### src/rtl/mod_74x161_if.sv
// mod_74x161_if
// Bus bundle for the 74x161-style counter.
//   ld_n : synchronous parallel load, active-low
//   enp  : count enable P (gates counting only)
//   ent  : count enable T (gates counting and the ripple carry)
//   d    : parallel load data, W bits, bits [3:0] belong to the LSB section
//   q    : counter state, W bits
//   rco  : ripple carry out of the top section, combinational
// The master drives controls and data; the slave is the counter itself.
interface mod_74x161_if #(
    parameter int W = 4
);
    logic         ld_n;
    logic         enp;
    logic         ent;
    logic [W-1:0] d;
    logic [W-1:0] q;
    logic         rco;

    modport master (
        output ld_n, enp, ent, d,
        input  q, rco
    );

    modport slave (
        input  ld_n, enp, ent, d,
        output q, rco
    );
endinterface

### src/rtl/mod_74x161.sv
// mod_74x161
// Synchronous presettable binary counter built from STAGES cascaded 4-bit
// sections, each behaving like one 74x161 with its RCO feeding the next
// section's ENT (carry-lookahead chaining). Clear is asynchronous and
// active-high; load, count and hold happen at the rising clock edge.
// Ports:
//   clk : counter clock, rising-edge active
//   rst : asynchronous active-high clear, forces q to zero immediately
//   bus : mod_74x161_if slave (ld_n, enp, ent, d in; q, rco out)
// STAGES is meaningful over 1..8, giving a counter width of 4*STAGES.
module mod_74x161 #(
    parameter int STAGES = 1
) (
    input  logic           clk,
    input  logic           rst,
    mod_74x161_if.slave    bus
);
    localparam int W = 4 * STAGES;

    logic [W-1:0]    q_q;
    logic [W-1:0]    q_d;
    logic [STAGES:0] t;

    // Carry chain: t[k] is the ENT seen by section k. A section passes the
    // enable upward only while it sits at F, so t[STAGES] is exactly the
    // top section's RCO, i.e. ent AND (q == all ones).
    always_comb begin
        t    = '0;
        t[0] = bus.ent;
        for (int k = 0; k < STAGES; k++) begin
            t[k+1] = t[k] && (q_q[4*k +: 4] == 4'hF);
        end
    end

    // Next state: load beats counting and ignores both enables. Otherwise
    // each section increments on its own when ENP and its chained T are
    // high; a section at F wraps to 0 on its own 4-bit add.
    always_comb begin
        q_d = q_q;
        if (!bus.ld_n) begin
            q_d = bus.d;
        end else if (bus.enp) begin
            for (int k = 0; k < STAGES; k++) begin
                if (t[k]) begin
                    q_d[4*k +: 4] = q_q[4*k +: 4] + 4'd1;
                end
            end
        end
    end

    // State register; clear acts without a clock and masks every edge
    // while it is held.
    always_ff @(posedge clk or posedge rst) begin
        if (rst) begin
            q_q <= '0;
        end else begin
            q_q <= q_d;
        end
    end

    assign bus.q   = q_q;
    assign bus.rco = t[STAGES];
endmodule
### src/flat_wrapper.sv
// flat-port wrapper written by rule: the top's interface ports become plain ports
module mod_74x161_flat 
#(
    parameter int STAGES = 1
)
  (clk, rst, bus_ld_n, bus_enp, bus_ent, bus_d, bus_q, bus_rco);
  mod_74x161_if bus_i ();
  input  logic clk;
  input  logic rst;
  input wire logic [$bits(bus_i.ld_n)-1:0] bus_ld_n;
  input wire logic [$bits(bus_i.enp)-1:0] bus_enp;
  input wire logic [$bits(bus_i.ent)-1:0] bus_ent;
  input wire logic [$bits(bus_i.d)-1:0] bus_d;
  output wire logic [$bits(bus_i.q)-1:0] bus_q;
  output wire logic [$bits(bus_i.rco)-1:0] bus_rco;
  assign bus_i.ld_n = bus_ld_n;
  assign bus_i.enp = bus_enp;
  assign bus_i.ent = bus_ent;
  assign bus_i.d = bus_d;
  assign bus_q = bus_i.q;
  assign bus_rco = bus_i.rco;
  mod_74x161 #(.STAGES(STAGES)) u_core (.clk(clk), .rst(rst), .bus(bus_i));
endmodule
### config.mk
export PLATFORM = sky130hd
export DESIGN_NAME = mod_74x161_flat
export DESIGN_NICKNAME = d
export VERILOG_FILES = /design/src/rtl/mod_74x161_if.sv /design/src/rtl/mod_74x161.sv /design/src/flat_wrapper.sv
export SDC_FILE = /design/constraint.sdc
export NUM_CORES = 1
export LEC_CHECK = 0
export ABC_CLOCK_PERIOD_IN_PS = 1200
export BUFFER_PORTS_ARGS = -buffer_cell sky130_fd_sc_hd__buf_4
export CAP_MARGIN = 5
export CORE_AREA = 2 2 39 41
export DETAILED_ROUTE_END_ITERATION = 6
export DIE_AREA = 0 0 41 43
export GPL_TIMING_DRIVEN = 0
export HOLD_SLACK_MARGIN = 0.05
export PLACE_DENSITY = 0.5
export SLEW_MARGIN = 20
export SYNTH_ARGS = -nofsm -noshare
export SYNTH_HDL_FRONTEND = slang
export SYNTH_SLANG_ARGS = --single-unit
### constraint.sdc
create_clock -name clk -period 1.2 [get_ports clk]
set_input_delay 0.12 -clock clk [delete_from_list [all_inputs] [get_ports clk]]
set_output_delay 0.12 -clock clk [all_outputs]
set_load 0.05 [all_outputs]
Word level (Yosys, flattened, before mapping)
Index checks and enable logic that the tools add are counted.
{"block": "classes", "eq_ne": 3, "n_reduce_logical": 2, "muxes": 3, "addsub": 1}
{"cell": "2-to-1 mux 4 bit", "n": 3}
{"cell": "adder 4 x 1 -> 4 bit (second input constant)", "n": 1}
{"cell": "equality test 4 bit (second input constant)", "n": 1}
{"cell": "inequality test 2 x 1 -> 1 bit (second input constant)", "n": 2}
{"cell": "AND reduction 2 bit", "n": 1}
{"cell": "logical AND 1 bit", "n": 1}
{"block": "word_totals", "input_bits": 9, "regBits": 4, "out_inout_bits": 5, "wordCells": 10}

Longest topological paths before layout
{"block": "logic_depth", "ltp_word": 4, "mapped_depth": 4}

Worst setup path before layout
Ideal clock, no wire load.
{"block": "synth_timing", "path_type": "register to output", "start": "register u_core.q_q[0] (netlist: u_core.bus.q[0])", "end": "output bus_rco", "n_path_buf": 0, "setup_slack_ns": -0.218, "stages_incl_launch_ff": 3, "t_arrival_ns": 1.298, "required_ns": 1.080, "path_cell_list": "dfrtp_1 > ha_1 > and4_2"}
{"block": "synth_via", "elab_chain_cells": 2}
{"element": "start, declared", "line": "mod_74x161.sv:20", "source": "logic [W-1:0] q_q;"}
{"element": "start signal, assigned", "line": "mod_74x161.sv:57", "source": "q_q <= q_d;"}
{"element": "equality test 4 bit", "line": "mod_74x161.sv:31", "source": "t[k+1] = t[k] && (q_q[4*k +: 4] == 4'hF);"}
{"element": "logical AND 1 bit", "line": "mod_74x161.sv:31"}
{"element": "end, declared", "line": "flat_wrapper.sv:15", "source": "output wire logic [$bits(bus_i.rco)-1:0] bus_rco;"}
Every way passes these cells.

Worst setup path after layout
{"block": "layout_timing", "start": "register u_core.q_q[1] (netlist: u_core.bus.q[1])", "end": "output bus_rco"}
Same word-level chain as after synthesis.

==> metrics.txt <==
# TYPE chip_impl_metric gauge
chip_impl_metric{name="finalWorstSetupSlack",unit="ps"} -20.9
chip_impl_metric{name="setup_violations",unit=""} 1
chip_impl_metric{name="post_synth_instance_area",unit="sq um"} 221
chip_impl_info{name="status",value="finished, violations left"} 1
chip_impl_metric{name="final.fill_count",unit=""} 160
chip_impl_metric{name="drt_pass1_iterations",unit=""} 2
chip_impl_metric{name="initial_utilization",unit=""} 0.160
chip_impl_metric{name="layout-drive-gt1-share",unit=""} 0.571
chip_impl_metric{name="clkSlewWorstSetupHoldPaths",unit="ps"} 40
chip_impl_metric{name="postSynthRegisterBits",unit=""} 4
chip_impl_metric{name="largest_register_ffs",unit=""} 4
chip_impl_metric{name="clock_sinks",unit=""} 4
chip_impl_metric{name="via_per_inst",unit=""} 3.88
chip_impl_metric{name="clock_latency",unit="ps"} 240
chip_impl_metric{name="grt_pass1_vias",unit=""} 213
chip_impl_metric{name="via_count",unit=""} 225
chip_impl_metric{name="h-tree-depth",unit=""} 1
chip_impl_metric{name="edff_count_synth",unit=""} 0
chip_impl_metric{name="synth_top_area_share",unit=""} 0.452
chip_impl_metric{name="synthCells",unit=""} 24
chip_impl_metric{name="area_delta_synth_final",unit="%"} 83.1
chip_impl_metric{name="seq_area_frac_synth",unit=""} 0.452
chip_impl_metric{name="slew_viol_final",unit=""} 0
chip_impl_metric{name="synth-async-reset-ratio",unit=""} 1.00
chip_impl_info{name="critPathLaunchType",value="flop"} 1
chip_impl_info{name="clock-root-buffer",value="clkbuf_4"} 1
chip_impl_metric{name="powerDensity",unit="mW/mm^2"} 1320
chip_impl_metric{name="finalWorstPathRequiredPeriod",unit="ps"} 1220
chip_impl_metric{name="num_antenna_cells",unit=""} 0
chip_impl_metric{name="synth_fp_nets",unit=""} 34
chip_impl_metric{name="gr-total-overflow",unit=""} 0
chip_impl_metric{name="final.period_utilization",unit=""} 1.02
chip_impl_metric{name="synth_cell_type_count",unit=""} 14
chip_impl_metric{name="grt_pass1_wl",unit="um"} 821
chip_impl_metric{name="largest_net_degree_at_the_start_of_global_routing",unit=""} 9
chip_impl_metric{name="antenna_found_initial",unit=""} 0
chip_impl_metric{name="gpl.final_weighted_congestion",unit=""} 0.660
chip_impl_metric{name="report.final.hold_viol_count",unit=""} 0
chip_impl_metric{name="placed_area",unit="sq um"} 338
chip_impl_info{name="ys_dominant_reg_cell",value="dfrtp_1"} 1
chip_impl_info{name="crit_path_end_kind",value="output pin"} 1
chip_impl_info{name="tritoncts",value="done"} 1
chip_impl_metric{name="total_wirelength_of_the_detailed_routed_design",unit="um"} 549
chip_impl_metric{name="globalRouteTotalUtil",unit=""} 0.0765
chip_impl_metric{name="cts_max_path_buffers",unit=""} 2
chip_impl_metric{name="min_delay_path_depth",unit=""} 3
chip_impl_metric{name="vdd_drop_max",unit="uV"} 463
chip_impl_metric{name="post-route-drc-count",unit=""} 0
chip_impl_metric{name="core_area",unit="sq mm"} 0.00138
chip_impl_info{name="synth_top_area_cell",value="dfrtp_1"} 1
chip_impl_metric{name="worst_clk_skew",unit="ps"} 2.65
chip_impl_metric{name="floorplan.die.height",unit="um"} 43
chip_impl_metric{name="yosys_warnings",unit=""} 0
chip_impl_info{name="commonest_cells_post_synth",value="dfrtp_1, nor2_1, a21oi_1"} 1
chip_impl_metric{name="wl_per_cell",unit="um"} 9.47
chip_impl_info{name="timing_worst_setup_path_type",value="reg -> out"} 1
chip_impl_metric{name="final_core_utilization",unit=""} 0.293
chip_impl_metric{name="multiInputGateArea",unit="sq um"} 128
chip_impl_metric{name="critPathMaxFanout",unit=""} 2
chip_impl_metric{name="port_buffers",unit=""} 12
chip_impl_metric{name="numCtsBuffers",unit=""} 3
chip_impl_metric{name="max_slew.worst_pin.slew",unit="ps"} 316
chip_impl_metric{name="max_freq",unit="GHz"} 0.819
chip_impl_info{name="failed_checks",value="setup timing"} 1
chip_impl_metric{name="dieArea",unit="sq mm"} 0.00176
chip_impl_metric{name="seqCellArea",unit="sq um"} 105
chip_impl_metric{name="die_x",unit="um"} 41
chip_impl_metric{name="io-pin-count",unit=""} 14
chip_impl_metric{name="final_area",unit="sq um"} 405
chip_impl_metric{name="reg2reg_depth",unit=""} 4
chip_impl_metric{name="placement.setup.worst_slack",unit="ps"} 92.2
chip_impl_info{name="synthTopCellsByArea",value="dfrtp_1, xor2_1, a21oi_1"} 1
chip_impl_metric{name="maxCapViolCount",unit=""} 0
chip_impl_metric{name="required",unit="ps"} 1080
chip_impl_metric{name="power.leakage",unit="nW"} 0.181
chip_impl_metric{name="drt.antenna.violating_nets",unit=""} 0
chip_impl_metric{name="rows",unit=""} 14
chip_impl_info{name="min_delay_path_class",value="in -> reg"} 1
chip_impl_metric{name="timing.max_slew.rel_slack",unit=""} 0.789
chip_impl_metric{name="mean_instance_size_in_the_synthesized_netlist",unit="sq um"} 9.23
chip_impl_info{name="rsz_0062_raised_after_global_routing",value="yes"} 1
chip_impl_metric{name="nets",unit=""} 54
chip_impl_metric{name="initialDrtViolationCount",unit=""} 1
chip_impl_metric{name="worst-endpoint-arrival",unit="ps"} 1100
[kinds of logic after synthesis]
kind of cell / after synthesis / share of synthesized area
and+or+nand+nor: 9 / 0.215
AOI/OAI and AO/OA: 5 / 0.119
DFF: 4 / 0.452
xor gates and xnor gates: 2 / 0.0791
buffers and inverters: 2 / 0.0339
muxes: 1 / 0.0452
adders and majority gates: 1 / 0.0565
[timing repair]
item	CTS	global route
setup endpoints to repair	1	1
pin swaps	2	0
endpoints found under the hold margin	4	0
cloned	0	0
hold buffers	1	0
gates resized for setup	4	0
setup buffers	2	0
[cell type report]
cell class,instances,share of cell area
inverters,1,0.00926
repair buffers,15,0.302
clock buffers,3,0.0556
multi-input cells,18,0.315
plain buffers,1,0.00926
well taps,16,0.0494
flip-flops and latches,4,0.259
[worst paths after layout]
| path | endpoint | slack [ps] | startpoint |
|---|---|---|---|
| max | bus_rco | -20 | u_core.bus.q[1] |
| min | u_core.bus.q[1] | 120 | bus_d[1] |
| max reg2reg | u_core.bus.q[3] | 70 | u_core.bus.q[1] |
| min reg2reg | u_core.bus.q[3] | 590 | u_core.bus.q[3] |
| max in group asynchronous | u_core.bus.q[3] | 700 | rst |
| min in group asynchronous | u_core.bus.q[2] | 320 | rst |
[metrics by stage]
stage	hold WS [ps]	instances	setup TNS (ps)	total power [mW]
final	119	58	-20.9	0.535
after CTS	119	58	-24.8	0.544
after global routing	145	58	-43.4	0.566
after detailed placement	28.6	52	0	0.339
after floorplan	-114	24	0	0.280
after global placement	28.0	52	0	0.338
[layer usage]
metal,global-route usage,share of wire,vias up
met5,0,0,-
met4,0.0800,0,0
met3,0.0314,0.10,0
met2,0.100,0.47,9
met1,0.0841,0.42,95
li1,-,-,121
[power breakdown]
group | switching (mW) | internal [mW] | total, mW
sequential | 0.0171 | 0.155 | 0.172
clock | 0.0614 | 0.112 | 0.174
combinational | 0.109 | 0.0807 | 0.189
[cells in the final DEF, fill, tap and decap left out, drive strengths merged]
cell type    synthesis  final
nor2                 4      4
nand2                1      1
clkbuf               1      4
dfrtp                4      4
inv                  1      1
or3                  1      1
xor2                 2      2
mux2i                1      1
a21oi                3      3
and4                 1      1
a31oi                1      1
nand3                2      2
o21ai                1      1
ha                   1      1
buf                  0     14
dlygate4sd3          0      1
[critical path: stages (launching register included)]
cell and delay [ps]:
dfrtp_2 420, ha_4 160, and4_4 140, buf_8 140
Power figures use the tool's default switching activity.
